## config.mk

```make
export PLATFORM = sky130hd
export DESIGN_NAME = data_output
export DESIGN_NICKNAME = d
export VERILOG_FILES = /design/src/rtl/data_io_pkg.sv /design/src/rtl/sync_fifo.sv /design/src/rtl/data_output.sv
export SDC_FILE = /design/constraint.sdc
export NUM_CORES = 1
export LEC_CHECK = 0
export CAP_MARGIN = 20
export CORE_AREA = 2 2 279 281
export DETAILED_ROUTE_END_ITERATION = 8
export DIE_AREA = 0 0 281 283
export PLACE_DENSITY = 0.73
export SLEW_MARGIN = 20
export SYNTH_ARGS = -nofsm -noshare
export SYNTH_HDL_FRONTEND = slang
export SYNTH_SLANG_ARGS = --single-unit
```

## constraint.sdc

```tcl
create_clock -name clk -period 3 [get_ports clk]
set_clock_uncertainty 0.2 [all_clocks]
set_input_delay 0.45 -clock clk [delete_from_list [all_inputs] [get_ports clk]]
set_output_delay 0.45 -clock clk [all_outputs]
set_load 0.005 [all_outputs]
```

## src/rtl/data_io_pkg.sv

```systemverilog
// Shared constants and types for the FPGA<->RPi serial data link.
package data_io_pkg;

  localparam int DATA_W    = 16;
  localparam int DEPTH     = 64;
  localparam int ADDR_W    = 6;
  localparam int IRQ_LEVEL = 32;

  // Framing constants, shared with the receive direction.
  localparam int FRAME_BITS = DATA_W;
  localparam int BIT_CNT_W  = 4;

  typedef enum logic [1:0] {
    IDLE  = 2'd0,
    LOAD  = 2'd1,
    SHIFT = 2'd2
  } tx_state_t;

  // True when the bit counter points at the final bit of a frame.
  function automatic logic is_last_bit(input logic [BIT_CNT_W-1:0] cnt);
    return cnt == BIT_CNT_W'(FRAME_BITS - 1);
  endfunction

endpackage

```

## src/rtl/sync_fifo.sv

```systemverilog
// Single-clock word FIFO with registered level/full/empty.
// A write while full is still accepted if a read happens in the same cycle.
module sync_fifo
  import data_io_pkg::*;
#(
  parameter int DW = DATA_W,
  parameter int DP = DEPTH,
  parameter int AW = ADDR_W
) (
  input  logic          clk,
  input  logic          rst_n,
  input  logic          wr_en,
  input  logic [DW-1:0] wr_data,
  input  logic          rd_en,
  output logic [DW-1:0] rd_data,
  output logic [AW:0]   level,
  output logic          full,
  output logic          empty,
  output logic          wr_drop
);

  logic [DW-1:0] mem_q [DP];
  logic [AW:0]   wr_cnt_q, wr_cnt_d;
  logic [AW:0]   rd_cnt_q, rd_cnt_d;
  logic [AW:0]   level_q, level_d;
  logic          full_q, full_d;
  logic          empty_q, empty_d;
  logic          do_wr, do_rd;

  // Accept/drop decision, pointer advance and next-cycle status flags.
  always_comb begin
    do_rd    = rd_en & ~empty_q;
    do_wr    = wr_en & (~full_q | do_rd);
    wr_drop  = wr_en & ~do_wr;
    wr_cnt_d = wr_cnt_q;
    rd_cnt_d = rd_cnt_q;
    if (do_wr) wr_cnt_d = wr_cnt_q + 1'b1;
    if (do_rd) rd_cnt_d = rd_cnt_q + 1'b1;
    level_d = wr_cnt_d - rd_cnt_d;
    full_d  = (level_d == (AW+1)'(DP));
    empty_d = (level_d == '0);
  end

  // Pointer and status registers.
  always_ff @(posedge clk or negedge rst_n) begin
    if (!rst_n) begin
      wr_cnt_q <= '0;
      rd_cnt_q <= '0;
      level_q  <= '0;
      full_q   <= 1'b0;
      empty_q  <= 1'b1;
    end else begin
      wr_cnt_q <= wr_cnt_d;
      rd_cnt_q <= rd_cnt_d;
      level_q  <= level_d;
      full_q   <= full_d;
      empty_q  <= empty_d;
    end
  end

  // Storage array; contents are don't-care until written.
  always_ff @(posedge clk) begin
    if (do_wr) mem_q[wr_cnt_q[AW-1:0]] <= wr_data;
  end

  assign rd_data = mem_q[rd_cnt_q[AW-1:0]];
  assign level   = level_q;
  assign full    = full_q;
  assign empty   = empty_q;

endmodule

```

## src/rtl/data_output.sv

```systemverilog
// FPGA->RPi serial transmitter: FIFO-buffered words shifted out LSB-first,
// one bit per falling edge of the RPi bit clock, with a low-level refill IRQ.
//
//  state | meaning
//  ------+---------------------------------------------------------------
//  IDLE  | not transmitting, serial held low
//  LOAD  | 16 bits sent; next rpi_clk fall starts a new frame or idles
//  SHIFT | mid-frame, bit_cnt selects the next bit to drive
module data_output
  import data_io_pkg::*;
#(
  parameter int DW  = DATA_W,
  parameter int DP  = DEPTH,
  parameter int AW  = ADDR_W,
  parameter int IRQ = IRQ_LEVEL
) (
  input  logic          clk,
  input  logic          rst_n,
  input  logic          wr_en,
  input  logic [DW-1:0] wr_data,
  output logic          full,
  output logic [AW:0]   level,
  output logic          overflow,
  output logic          underrun,
  input  logic          enable,
  input  logic          rpi_clk,
  output logic          serial,
  output logic          rpi_interrupt
);

  localparam logic [AW:0] IRQ_LVL = (AW+1)'(IRQ);

  logic                 rpi_s1_q, rpi_s2_q, rpi_s3_q;
  logic                 fall_tick;
  tx_state_t            state_q, state_d;
  logic [BIT_CNT_W-1:0] bit_cnt_q, bit_cnt_d;
  logic [DW-1:0]        shreg_q, shreg_d;
  logic                 serial_q, serial_d;
  logic                 overflow_q, overflow_d;
  logic                 underrun_q, underrun_d;
  logic                 irq_q, irq_d;
  logic                 do_load, pop;
  logic [DW-1:0]        fifo_rd_data;
  logic                 fifo_empty, fifo_drop;

  sync_fifo #(
    .DW (DW),
    .DP (DP),
    .AW (AW)
  ) u_fifo (
    .clk     (clk),
    .rst_n   (rst_n),
    .wr_en   (wr_en),
    .wr_data (wr_data),
    .rd_en   (pop),
    .rd_data (fifo_rd_data),
    .level   (level),
    .full    (full),
    .empty   (fifo_empty),
    .wr_drop (fifo_drop)
  );

  // Two-flop synchroniser plus edge-detect flop on the async bit clock.
  always_ff @(posedge clk or negedge rst_n) begin
    if (!rst_n) begin
      rpi_s1_q <= 1'b0;
      rpi_s2_q <= 1'b0;
      rpi_s3_q <= 1'b0;
    end else begin
      rpi_s1_q <= rpi_clk;
      rpi_s2_q <= rpi_s1_q;
      rpi_s3_q <= rpi_s2_q;
    end
  end

  assign fall_tick = rpi_s3_q & ~rpi_s2_q;

  // Frame sequencing; a frame start pops the FIFO head in the same cycle.
  always_comb begin
    state_d    = state_q;
    bit_cnt_d  = bit_cnt_q;
    shreg_d    = shreg_q;
    serial_d   = serial_q;
    underrun_d = underrun_q;
    do_load    = 1'b0;
    case (state_q)
      IDLE: begin
        serial_d  = 1'b0;
        bit_cnt_d = '0;
        if (fall_tick && enable) do_load = 1'b1;
      end
      LOAD: begin
        if (fall_tick) begin
          if (enable) begin
            do_load = 1'b1;
          end else begin
            state_d   = IDLE;
            serial_d  = 1'b0;
            bit_cnt_d = '0;
          end
        end
      end
      SHIFT: begin
        if (fall_tick) begin
          serial_d  = shreg_q[bit_cnt_q];
          bit_cnt_d = bit_cnt_q + 1'b1;
          if (is_last_bit(bit_cnt_q)) state_d = LOAD;
        end
      end
      default: state_d = IDLE;
    endcase
    if (do_load) begin
      // An empty FIFO at a frame boundary sends an all-zero word.
      shreg_d    = fifo_empty ? '0 : fifo_rd_data;
      underrun_d = underrun_q | fifo_empty;
      serial_d   = shreg_d[0];
      bit_cnt_d  = BIT_CNT_W'(1);
      state_d    = SHIFT;
    end
  end

  assign pop = do_load & ~fifo_empty;

  // Sticky error flags and the refill request.
  always_comb begin
    overflow_d = overflow_q | fifo_drop;
    irq_d      = enable & (level < IRQ_LVL);
  end

  // Transmit state registers.
  always_ff @(posedge clk or negedge rst_n) begin
    if (!rst_n) begin
      state_q    <= IDLE;
      bit_cnt_q  <= '0;
      shreg_q    <= '0;
      serial_q   <= 1'b0;
      overflow_q <= 1'b0;
      underrun_q <= 1'b0;
      irq_q      <= 1'b0;
    end else begin
      state_q    <= state_d;
      bit_cnt_q  <= bit_cnt_d;
      shreg_q    <= shreg_d;
      serial_q   <= serial_d;
      overflow_q <= overflow_d;
      underrun_q <= underrun_d;
      irq_q      <= irq_d;
    end
  end

  assign serial        = serial_q;
  assign overflow      = overflow_q;
  assign underrun      = underrun_q;
  assign rpi_interrupt = irq_q;

endmodule
```

==> results_dict.tcl <==
set metrics [dict create \
    fmax_mhz 327 \
    setup_ws_ns -0.0578 \
    ys_types 61 \
    outcome "complete, but fails checks" \
    drcViolationCount 0 \
    synth_top_cell_area_share 0.735 \
    power_density_nw_per_um2 773 \
    crit_family "simple AND/OR/NAND/NOR gates" \
    numCtsBuffers 104 \
    dr.pass1.iters 6 \
    violations "setup timing" \
    grt_pass1_wl_um 148000 \
    wire_per_inst_um 29.5 \
    gp_congestion 0.915 \
    setup_viol 2 \
    path_cells "nand4bb_4 -> o21ai_2 -> and2_4 -> xnor2_2 -> ha_2 -> inv_1 -> fa_2 -> a21o_1 -> a21oi_2 -> o21ai_2 -> xor3_2 -> and4bb_2" \
    hold_path_class "input port to register" \
    ys_ff_latch 1076 \
    htreeDepth 3 \
    reg2regPathDepth 12 \
    cts_tree "done" \
    netlist_area_um2 41800 \
    hpwlAfterDp_um 64900 \
    r2r_slack_ns -0.06 \
    use_met1 0.374 \
    overflow 0 \
    antenna_found_initial 0 \
    area_growth_pct 18.6 \
    async_reset_ff_frac 0.0483 \
    drive_gt1_frac 0.305 \
    core_um2 76700 \
    clock-sinks 1076 \
    yosys-top-cells-count "edfxtp_1, mux4_2, mux2i_1" \
    clk_path_buf_depth 3 \
    synth-edff-count 1024 \
    ys_warn_count 0 \
    slew_headroom 0.293 \
    root_buffer "clkbuf_16" \
    r2r_start "rpi_s2_q" \
    grt_busiest_layer "met2" \
    hold_path_depth 1 \
    period_share 1.02 \
    critical_path_buf_inv_count 1 \
    ioPinCount 33 \
    setup_tns_ns -0.0599 \
    yosysSeqAreaShare 0.766 \
    synth.most_common_cell "edfxtp_1" \
    hold_start "rpi_clk" \
    final.fill_count 5012 \
    fp-row-count 102 \
    cp_slowest_cell "dfrtp_1" \
    slew_violations 0 \
    cp-end-kind "register" \
    hold_end "rpi_s1_q" \
    path_clk_slew_ns 0.06 \
    utilization 0.647 \
    use_met3 0.0444 \
    ys.flop_type "edfxtp_1" \
    maxCapViolCount 0 \
    hold_viol 0 \
    met2_usage 0.407 \
    worst_slew_pin_slew_ns 1.06 \
    antenna_left 0 \
    grt_usage 0.259 \
    synth_top_cell_by_area "edfxtp_1" \
    peakVddDrop_mv 0.497 \
    crit_fanout 4 \
    die_w_um 281 \
    drt_iter0_drc 2426 \
    grt_pass1_vias 21867 \
    timing.rr.end "u_fifo.full" \
    cpMostUsedCell "o21ai_2" \
    startpoint "rpi_s2_q" \
    synthCells 1989 \
    p_leak_uw 0.0161 \
    portBuffers 32 \
    start_kind "register" \
    synth_area_leaders "edfxtp_1, mux4_2, mux2i_1" \
    drt_wl_total_um 101000 \
    final_nets 2336 \
    crit_type "register to register" \
    critPathMaxStageDelay_ns 0.39 \
    grt_max_degree 65 \
    dieArea_um2 79500 \
    vias 21536 \
    clk_latency_ns 0.66 \
    post-route-min-period_ns 3.06 \
    start_util 0.545 \
    cp.required_ns 3.34 \
    dieHeight_um 283 \
    avgSynthCellArea_um2 21.0 \
    syn_nets 2020 \
    grt_setup_unrepaired "yes" \
    crit_arrival_ns 3.40 \
    vias_per_cell 6.27 \
]
==> cells in the final DEF, fill, tap and decap left out, types with 5 or more instances in the layout <==
master / Yosys / routed
buf_12: 0 / 86
xnor2_1: 13 / 6
clkbuf_16: 0 / 105
a32oi_1: 6 / 6
inv_1: 11 / 11
a211o_1: 11 / 11
clkinv_2: 0 / 21
buf_2: 29 / 16
bufinv_16: 0 / 13
nor2_1: 81 / 77
ha_1: 9 / 6
nor2b_1: 11 / 10
clkinv_1: 1 / 13
o41ai_1: 5 / 5
a22oi_1: 8 / 8
mux2i_1: 128 / 128
a211oi_1: 23 / 22
xnor2_2: 0 / 7
clkdlybuf4s50_1: 0 / 15
o21ai_0: 20 / 18
a21oi_1: 44 / 42
dfrtp_1: 51 / 47
buf_4: 12 / 198
nand3_1: 13 / 13
o221ai_1: 33 / 33
o22ai_1: 18 / 18
edfxtp_1: 1024 / 1024
clkbuf_1: 40 / 25
nand2_1: 51 / 50
and2_1: 12 / 11
mux4_2: 224 / 224
clkinvlp_4: 0 / 7
a21o_1: 5 / 5
a22o_1: 13 / 13
==> cell families (layout without fill, tap and decap cells) <==
kind of cell / Yosys count / in the layout / share of synthesized area
adders and majority gates: 10 / 10 / 0.00317
muxes: 357 / 357 / 0.153
and+or+nand+nor: 200 / 200 / 0.0223
DFF: 1076 / 1076 / 0.766
AOI/OAI and AO/OA: 207 / 207 / 0.0351
xor gates and xnor gates: 17 / 17 / 0.00392
other: 0 / 2 / 0
buffers and inverters: 122 / 526 / 0.0166
==> routing by layer <==
metal  up-vias  wire, um
met3       178      8050
met2      1036     49000
met5         -         0
li1       8945         -
met1     11377     40700
met4         0      3540
==> repair_timing <==
item                       in CTS  in global routing
resized for setup              24                 13
hold buffers                    2                  0
hold endpoints to repair       48                  0
buffers inserted               11                  0
pin swaps                       8                  6
setup endpoints to repair       5                 85
==> final cells by class <==
| class | instances | area, um^2 | share of cell area |
|---|---|---|---|
| Sequential cell | 1076 | 32100 | 0.646 |
| Multi-Input combinational cell | 791 | 9260 | 0.187 |
| Timing Repair Buffer | 320 | 3490 | 0.0704 |
| Clock buffer | 132 | 2750 | 0.0554 |
| Tap cell | 1040 | 1300 | 0.0262 |
| Clock inverter | 62 | 706 | 0.0142 |
| Inverter | 12 | 45.0 | 0.000908 |
| Antenna cell | 2 | 5.00 | 0.000101 |
==> registers in the layout (all words and copies together), names as in the netlist, 2 cells and up, named ones only <==
| name | count |
|---|---|
| state_q | 2 |
| u_fifo.rd_cnt_q | 7 |
| u_fifo.level | 7 |
| bit_cnt_q | 4 |
| u_fifo.mem_q | 1024 |
| shreg_q | 16 |
| u_fifo.wr_cnt_q | 6 |
==> how the worst max path moves through the flow <==
stage                         endpoint  slack [ns]  cells past startpoint
final                      u_fifo.full       -0.06                     12
after CTS                  u_fifo.full       -0.05                     12
after global placement    u_fifo.empty       -0.70                     13
after floorplan            u_fifo.full       -0.13                     14
after global routing       u_fifo.full       -0.19                     11
after detailed placement  u_fifo.empty       -0.72                     11
==> power by group <==
| group | internal [uW] | total (uW) | switching (uW) |
|---|---|---|---|
| registers | 17200 | 17500 | 317 |
| logic | 3860 | 7720 | 3860 |
| clock network | 7640 | 13200 | 5540 |
==> worst reg2reg max path, stage by stage, from the launching register on <==
cell	delay, ns
dfrtp_1	0.39
nand4bb_4	0.25
o21ai_2	0.16
and2_4	0.22
xnor2_2	0.14
ha_2	0.23
inv_1	0.06
fa_2	0.34
a21o_1	0.18
a21oi_2	0.16
o21ai_2	0.10
xor3_2	0.28
and4bb_2	0.25
==> through the flow <==
stage               power, uW  worst slack, ns  hold slack (ns)  std cells  cell area [um^2]
floorplan               22300           -0.134          -0.0456       1989             41900
global placement        25000           -0.703            0.155       3227             45900
detailed placement      25200           -0.720            0.165       3227             45900
CTS                     38500          -0.0485           0.0180       3434             49500
global route            39600           -0.195           0.0355       3433             49600
finish                  38400          -0.0578           0.0488       3435             49600
No activity file was read; power rests on OpenSTA's default activity.
